`src/rtl/if_stage_pkg.sv`:
```
// Shared IF-stage constants and types: bus widths, reset PC and BTB entry layout.
// The optional branch target buffer is compiled in by defining IF_BTB_EN.
package if_stage_pkg;

  localparam int IF_TO_IPD_BUS_WD = 96;
  localparam int ID_TO_IF_BUS_WD  = 33;
  localparam logic [31:0] RESET_PC = 32'h1C00_0000;

  localparam int BTB_ENTRIES = 4;
  localparam int BTB_IDX_W   = 2;
  localparam int BTB_TAG_W   = 28;

  typedef struct packed {
    logic                 valid;
    logic [BTB_TAG_W-1:0] tag;
    logic [31:0]          target;
  } btb_entry_t;

  function automatic logic [31:0] next_seq_pc(input logic [31:0] pc);
    return pc + 32'd4;
  endfunction

endpackage

```
`src/rtl/if_btb.sv`:
```
// Four-entry direct-mapped branch target buffer: index PC[3:2], tag PC[31:4].
// Lookup is combinational; an update in the same cycle becomes visible next cycle.
module if_btb
  import if_stage_pkg::*;
(
  input  logic        clk,
  input  logic        reset,
  input  logic [31:0] lookup_pc,
  output logic        hit,
  output logic [31:0] lookup_target,
  input  logic        upd_en,
  input  logic [31:0] upd_pc,
  input  logic [31:0] upd_target
);

  logic                 valid_reg  [BTB_ENTRIES];
  logic [BTB_TAG_W-1:0] tag_reg    [BTB_ENTRIES];
  logic [31:0]          target_reg [BTB_ENTRIES];

  logic [BTB_IDX_W-1:0] lookup_idx;
  logic [BTB_IDX_W-1:0] upd_idx;
  btb_entry_t           rd_entry;
  logic                 unused_pc_bits;

  assign lookup_idx     = lookup_pc[3:2];
  assign upd_idx        = upd_pc[3:2];
  assign unused_pc_bits = ^{lookup_pc[1:0], upd_pc[1:0]};

  genvar gi;
  generate
    for (gi = 0; gi < BTB_ENTRIES; gi++) begin : g_entry
      always_ff @(posedge clk) begin
        if (reset) begin
          valid_reg[gi] <= 1'b0;
        end else if (upd_en && upd_idx == gi[BTB_IDX_W-1:0]) begin
          valid_reg[gi] <= 1'b1;
        end
      end

      // Tag/target need no reset: they are only trusted behind the valid bit.
      always_ff @(posedge clk) begin
        if (upd_en && upd_idx == gi[BTB_IDX_W-1:0]) begin
          tag_reg[gi]    <= upd_pc[31:4];
          target_reg[gi] <= upd_target;
        end
      end
    end
  endgenerate

  assign rd_entry      = '{valid:  valid_reg[lookup_idx],
                           tag:    tag_reg[lookup_idx],
                           target: target_reg[lookup_idx]};
  assign hit           = rd_entry.valid && (rd_entry.tag == lookup_pc[31:4]);
  assign lookup_target = rd_entry.target;

endmodule

```
`src/rtl/if_stage.sv`:
```
// Instruction fetch stage: holds fetch PC, issues inst RAM reads on handoff to IPD,
// and takes redirects from ID. Define IF_BTB_EN to add BTB-based next-PC prediction.
module if_stage
  import if_stage_pkg::*;
(
  input  logic                        clk,
  input  logic                        reset,
  input  logic [ID_TO_IF_BUS_WD-1:0]  ID_to_IF_bus,
  input  logic                        IPD_allow_in,
  output logic                        IF_to_IPD_valid,
  output logic [IF_TO_IPD_BUS_WD-1:0] IF_to_IPD_bus,
  output logic                        inst_ram_en,
  output logic [3:0]                  inst_ram_we,
  output logic [31:0]                 inst_ram_addr,
  output logic [31:0]                 inst_ram_w_data,
  input  logic                        btb_upd_en,
  input  logic [31:0]                 btb_upd_pc,
  input  logic [31:0]                 btb_upd_target
);

  logic        fetch_pc_reg;
  logic [31:0] fetch_pc_q;
  logic [31:0] fetch_pc_next;
  logic        if_valid_reg;
  logic        br_taken_cancel;
  logic [31:0] pc_from_id;
  logic        handoff;
  logic [31:0] pred_pc;

  assign fetch_pc_reg    = 1'b0;
  assign br_taken_cancel = ID_to_IF_bus[32];
  assign pc_from_id      = ID_to_IF_bus[31:0];

`ifdef IF_BTB_EN
  logic        btb_hit;
  logic [31:0] btb_target;

  if_btb u_btb (
    .clk           (clk),
    .reset         (reset),
    .lookup_pc     (fetch_pc_q),
    .hit           (btb_hit),
    .lookup_target (btb_target),
    .upd_en        (btb_upd_en),
    .upd_pc        (btb_upd_pc),
    .upd_target    (btb_upd_target)
  );

  assign pred_pc = btb_hit ? btb_target : next_seq_pc(fetch_pc_q);
`else
  logic unused_btb_upd;

  assign unused_btb_upd = ^{btb_upd_en, btb_upd_pc, btb_upd_target, fetch_pc_reg};
  assign pred_pc        = next_seq_pc(fetch_pc_q);
`endif

  // A cancel kills the wrong-path fetch outright, so it can never hand off.
  assign IF_to_IPD_valid = if_valid_reg & ~br_taken_cancel;
  assign handoff         = IF_to_IPD_valid & IPD_allow_in;

  assign inst_ram_en     = handoff;
  assign inst_ram_we     = 4'b0;
  assign inst_ram_addr   = fetch_pc_q;
  assign inst_ram_w_data = 32'b0;
  assign IF_to_IPD_bus   = {pred_pc, fetch_pc_q, 32'b0};

  always_comb begin
    fetch_pc_next = fetch_pc_q;
    if (br_taken_cancel) begin
      fetch_pc_next = pc_from_id;
    end else if (handoff) begin
      fetch_pc_next = pred_pc;
    end
  end

  always_ff @(posedge clk) begin
    if (reset) begin
      fetch_pc_q   <= RESET_PC;
      if_valid_reg <= 1'b0;
    end else begin
      fetch_pc_q   <= fetch_pc_next;
      if_valid_reg <= 1'b1;
    end
  end

endmodule

```
`config.mk`:
```
export PLATFORM = sky130hd
export DESIGN_NAME = if_stage
export DESIGN_NICKNAME = d
export VERILOG_FILES = /design/src/rtl/if_stage_pkg.sv /design/src/rtl/if_btb.sv /design/src/rtl/if_stage.sv
export SDC_FILE = /design/constraint.sdc
export NUM_CORES = 1
export LEC_CHECK = 0
export ABC_AREA = 1
export BUFFER_PORTS_ARGS = -buffer_cell sky130_fd_sc_hd__buf_2
export CORE_AREA = 2 2 103 105
export DETAILED_ROUTE_END_ITERATION = 7
export DIE_AREA = 0 0 105 107
export GPL_ROUTABILITY_DRIVEN = 0
export PLACE_DENSITY = 0.65
export SYNTH_ARGS = -nofsm -noshare
export SYNTH_HDL_FRONTEND = slang
export SYNTH_SLANG_ARGS = --single-unit
```
`constraint.sdc`:
```
create_clock -name clk -period 1.9 [get_ports clk]
set_input_delay 0 -clock clk [delete_from_list [all_inputs] [get_ports clk]]
set_output_delay 0 -clock clk [all_outputs]
set_load 0.1 [all_outputs]
```
==> flow_summary.yaml <==
floorplanning:
  fp.dieH_um: 107
  placeableCoreArea_um2: 10100
  die_width_um: 105
  die_outline_area_um2: 11200
  initial_core_util_pct: 29.3
  num_rows: 37
  ios: 267
sta:
  timing_hold_violations_final: 1
  tightest_slew_ns: 0.561
  min_period_ns: 1.82
  setup_tns_ns: 0
  finalClockSkew_ns: 0.00528
  timing.max_slew.rel_slack_pct: 62.6
  rsz0062_at_grt: "true"
  hold_ws_ns: -0.00271
  share_of_the_cycle_needed_by_the_critical_path_after_routing_pct: 96.1
  finalMaxSlewViolations: 0
  report.final.setup_viol: 0
  clock.fmax_mhz: 548
pwr:
  pwr-share-seq_pct: 23.5
  power_per_cell_area_nw_per_um2: 771
  max-vdd-ir-drop_uv: 492
  p_sw_share_pct: 61.8
  power.leakage_uw: 0.00207
  clock_group_share_of_total_power_pct: 15.7
  combPwrFrac_pct: 60.8
  power.net_switching_uw: 2160
  p_int_uw: 1340
grt:
  initial_antenna_violation_count: 0
  pin_count_of_the_biggest_net_entering_global_routing: 28
  grt_pass1_vias: 2785
  global_route.usage.total_pct: 16.0
  grt_pass1_wl_um: 14200
  grt-ovfl-total: 0
clock_tree:
  tritoncts: "done"
  clockBufferDepth: 2
  clkSlewWorstSetupHoldPaths_ns: 0.08
  cts_inserted_buffers: 5
  total_number_of_clock_tree_sinks: 33
  cts.root.buffer_cell: "sky130_fd_sc_hd__clkbuf_8"
  clock_latency_ns: 0.29
  cts-htree-levels: 2
synth:
  synthMuxAreaShare_pct: 0
  number_of_different_library_cells_in_the_post_synthesis_netlist: 28
  largest_cells_by_area_after_synthesis: "sky130_fd_sc_hd__buf_4 (26%), sky130_fd_sc_hd__dfxtp_1 (22%), sky130_fd_sc_hd__nand2_1 (16%)"
  synth.yosys.warnings: 0
  cell_count_after_synthesis: 444
  seq_area_frac_synth_pct: 22.4
  synth_ff_type: "sky130_fd_sc_hd__dfxtp_1"
  synth_top_cell_by_area: "sky130_fd_sc_hd__buf_4"
  synth-compound-area-share_pct: 11.5
  synthArstFlopShare_pct: 0
  count_of_flip_flops_with_a_built_in_enable_after_synthesis: 0
  synth_most_common_cell: "sky130_fd_sc_hd__nand2_1"
  post_syn_area_um2: 2950
  synth_fa_ha_area_share_pct: 0.424
  yosys_reg_bits: 33
  yosys.area.top_type_share_pct: 26.2
  syn-mean-instance-area_um2: 6.65
  synth_xor_xnor_area_share_pct: 6.01
  synth.top_cells.by_count: "sky130_fd_sc_hd__nand2_1 (125), sky130_fd_sc_hd__buf_4 (103), sky130_fd_sc_hd__nor2_1 (40)"
  largest_family_of_logic_cells_by_synthesized_area: "buffers and inverters"
  post_synth_and_or_nand_nor_area_fraction_pct: 28.4
worst_hold_path:
  worstHoldStart: "ID_to_IF_bus[26]"
  depth_of_the_worst_hold_timing_path: 5
  hold_path_class: "primary input to register"
  min_to: "inst_ram_addr[26]$_SDFFE_PP1P_"
outcome:
  outcome: "finished, violations left"
  failed_checks: "hold timing"
worst_setup_path:
  worstPathRequired_ns: 1.90
  timing.rr.start: "inst_ram_addr[2]$_SDFFE_PP0P_"
  reg2reg_depth: 8
  timing.critical_path.to_type: "output pin"
  setup.worst_path.class: "register to output pin"
  biggest_fanout_along_the_worst_timing_path: 6
  start_kind: "register"
  worst-endpoint-arrival_ns: 1.82
  worstReg2RegEnd: "inst_ram_addr[23]$_SDFFE_PP0P_"
  r2r_slack_ns: 0.33
layout:
  fillers: 1037
  final_layout_size_suffix_gt1_share_pct: 45.5
  finalCoreUtilization_pct: 45.0
  largest_reg_flops: 32
  fin_nets: 675
  antennaDiodeCount: 0
  areaGrowthSynthToFinish_pct: 53.6
place:
  buffer_ports.inserted: 133
  dpl.hpwl_um: 7230
route:
  drtIter0Drc: 101
  firstDrtPassIters: 4
  finalWirelength_um: 9220
  drc_errors: 0
  route.vias.total: 2997
  wire_per_inst_um: 13.0
  via_per_inst: 4.22
  number_of_antenna_violating_nets_in_the_routed_design: 0
run:
  max-cap-violations: 0
## kinds of logic (layout without fill, tap and decap cells)
family          count (synthesis)  after routing
other cells                     1             68
buf+inv                       141            204
compound gates                 56             56
xor+xnor                       16             16
simple gates                  196            196
flops                          33             33
fa+ha+maj                       1              1
## power groups by stage
| stage | Sequential (µW) | Combinational [µW] | Clock, µW |
|---|---|---|---|
| 6_report | 823 | 2130 | 548 |
| 5_1_grt | 836 | 2190 | 594 |
| 4_1_cts | 829 | 2110 | 559 |
| 3_5_place_dp | 843 | 2080 | 0 |
| 3_3_place_gp | 840 | 2080 | 0 |
| 2_1_floorplan | 1130 | 1620 | 0 |
## worst max-delay path, cell delays in order (launching register included)
cell and delay, ns:
sky130_fd_sc_hd__dfxtp_4 0.41, sky130_fd_sc_hd__nand2_1 0.13, sky130_fd_sc_hd__nor2_4 0.14, sky130_fd_sc_hd__nand2_4 0.12
sky130_fd_sc_hd__nor2_4 0.15, sky130_fd_sc_hd__nand2_2 0.11, sky130_fd_sc_hd__o21ai_4 0.22, sky130_fd_sc_hd__nand2_8 0.07
sky130_fd_sc_hd__buf_12 0.17
## metrics by stage
step | std cells | area (µm²) | hold slack [ns] | power [µW] | setup slack (ns)
after global placement | 675 | 4150 | 0.212 | 2920 | 0.100
after CTS | 700 | 4420 | 0.00514 | 3500 | 0.00667
after detailed placement | 675 | 4150 | 0.212 | 2930 | 0.0898
final | 710 | 4540 | -0.00271 | 3500 | 0.0750
after floorplan | 511 | 3710 | 0.122 | 2760 | -0.782
after global routing | 710 | 4540 | 0.0225 | 3620 | -0.0110
## routing by layer
metal	GRT usage, %	vias up	wire length, µm
li1	-	1495	-
met1	19.0	1358	3810
met2	27.4	133	4490
met3	5.05	11	792
met4	5.05	0	128
met5	0	-	0
## final cells by class
class	count	area, µm²	share of cell area, %
clock buffer	5	68.8	1.52
tap	136	170	3.75
multi-input combinational	337	2090	46.1
sequential	33	739	16.3
inverter	27	105	2.32
timing repair buffer	169	1350	29.6
clock inverter	3	16.3	0.358
## worst max-delay path by stage
stage                                        start                        endpoint  slack (ns)  depth (start not counted)
CTS                  inst_ram_addr[2]$_SDFFE_PP0P_               IF_to_IPD_bus[91]       0.007                          8
detailed placement   inst_ram_addr[2]$_SDFFE_PP0P_  inst_ram_addr[16]$_SDFFE_PP0P_        0.09                          7
floorplan            inst_ram_addr[2]$_SDFFE_PP0P_   inst_ram_addr[5]$_SDFFE_PP0P_       -0.78                          5
finish               inst_ram_addr[7]$_SDFFE_PP0P_               IF_to_IPD_bus[91]        0.08                          8
global route        inst_ram_addr[25]$_SDFFE_PP0P_               IF_to_IPD_bus[95]       -0.01                          7
global placement     inst_ram_addr[2]$_SDFFE_PP0P_  inst_ram_addr[16]$_SDFFE_PP0P_        0.10                          7
## placed cells by master (no fill, tap or decap)
cell,count
sky130_fd_sc_hd__nand3b_1,3
sky130_fd_sc_hd__xor2_4,8
sky130_fd_sc_hd__buf_6,1
sky130_fd_sc_hd__buf_2,108
sky130_fd_sc_hd__inv_4,1
sky130_fd_sc_hd__nand4_1,1
sky130_fd_sc_hd__nand3_1,8
sky130_fd_sc_hd__xnor2_4,6
sky130_fd_sc_hd__inv_2,2
sky130_fd_sc_hd__nor2_2,10
sky130_fd_sc_hd__xor2_2,1
sky130_fd_sc_hd__conb_1,68
sky130_fd_sc_hd__a21oi_1,22
sky130_fd_sc_hd__dfxtp_1,6
sky130_fd_sc_hd__a31oi_1,7
sky130_fd_sc_hd__xnor2_1,1
sky130_fd_sc_hd__buf_12,25
sky130_fd_sc_hd__nand3_2,3
sky130_fd_sc_hd__dfxtp_4,18
sky130_fd_sc_hd__buf_4,23
sky130_fd_sc_hd__ha_4,1
sky130_fd_sc_hd__nand2_8,6
sky130_fd_sc_hd__inv_1,24
sky130_fd_sc_hd__a22oi_1,19
sky130_fd_sc_hd__o211ai_1,1
sky130_fd_sc_hd__clkbuf_8,5
sky130_fd_sc_hd__nand2_2,13
sky130_fd_sc_hd__o21ai_4,1
sky130_fd_sc_hd__o21ai_0,5
sky130_fd_sc_hd__and2_4,2
sky130_fd_sc_hd__nor2_4,10
sky130_fd_sc_hd__nor2_1,29
sky130_fd_sc_hd__o21ai_2,1
sky130_fd_sc_hd__dfxtp_2,9
sky130_fd_sc_hd__nand2_1,107
sky130_fd_sc_hd__dlygate4sd3_1,12
sky130_fd_sc_hd__clkinv_2,2
sky130_fd_sc_hd__nand2_4,4
sky130_fd_sc_hd__clkinvlp_4,1
## timing repair
| item | in CTS | in global routing |
|---|---|---|
| resized for setup | 3 | 16 |
| hold endpoints to repair | 12 | 0 |
| hold buffers | 12 | 0 |
| endpoints found under the setup margin | 14 | 17 |
| buffers inserted | 5 | 10 |
| pin swaps | 5 | 12 |
Power figures use the tool's default switching activity.
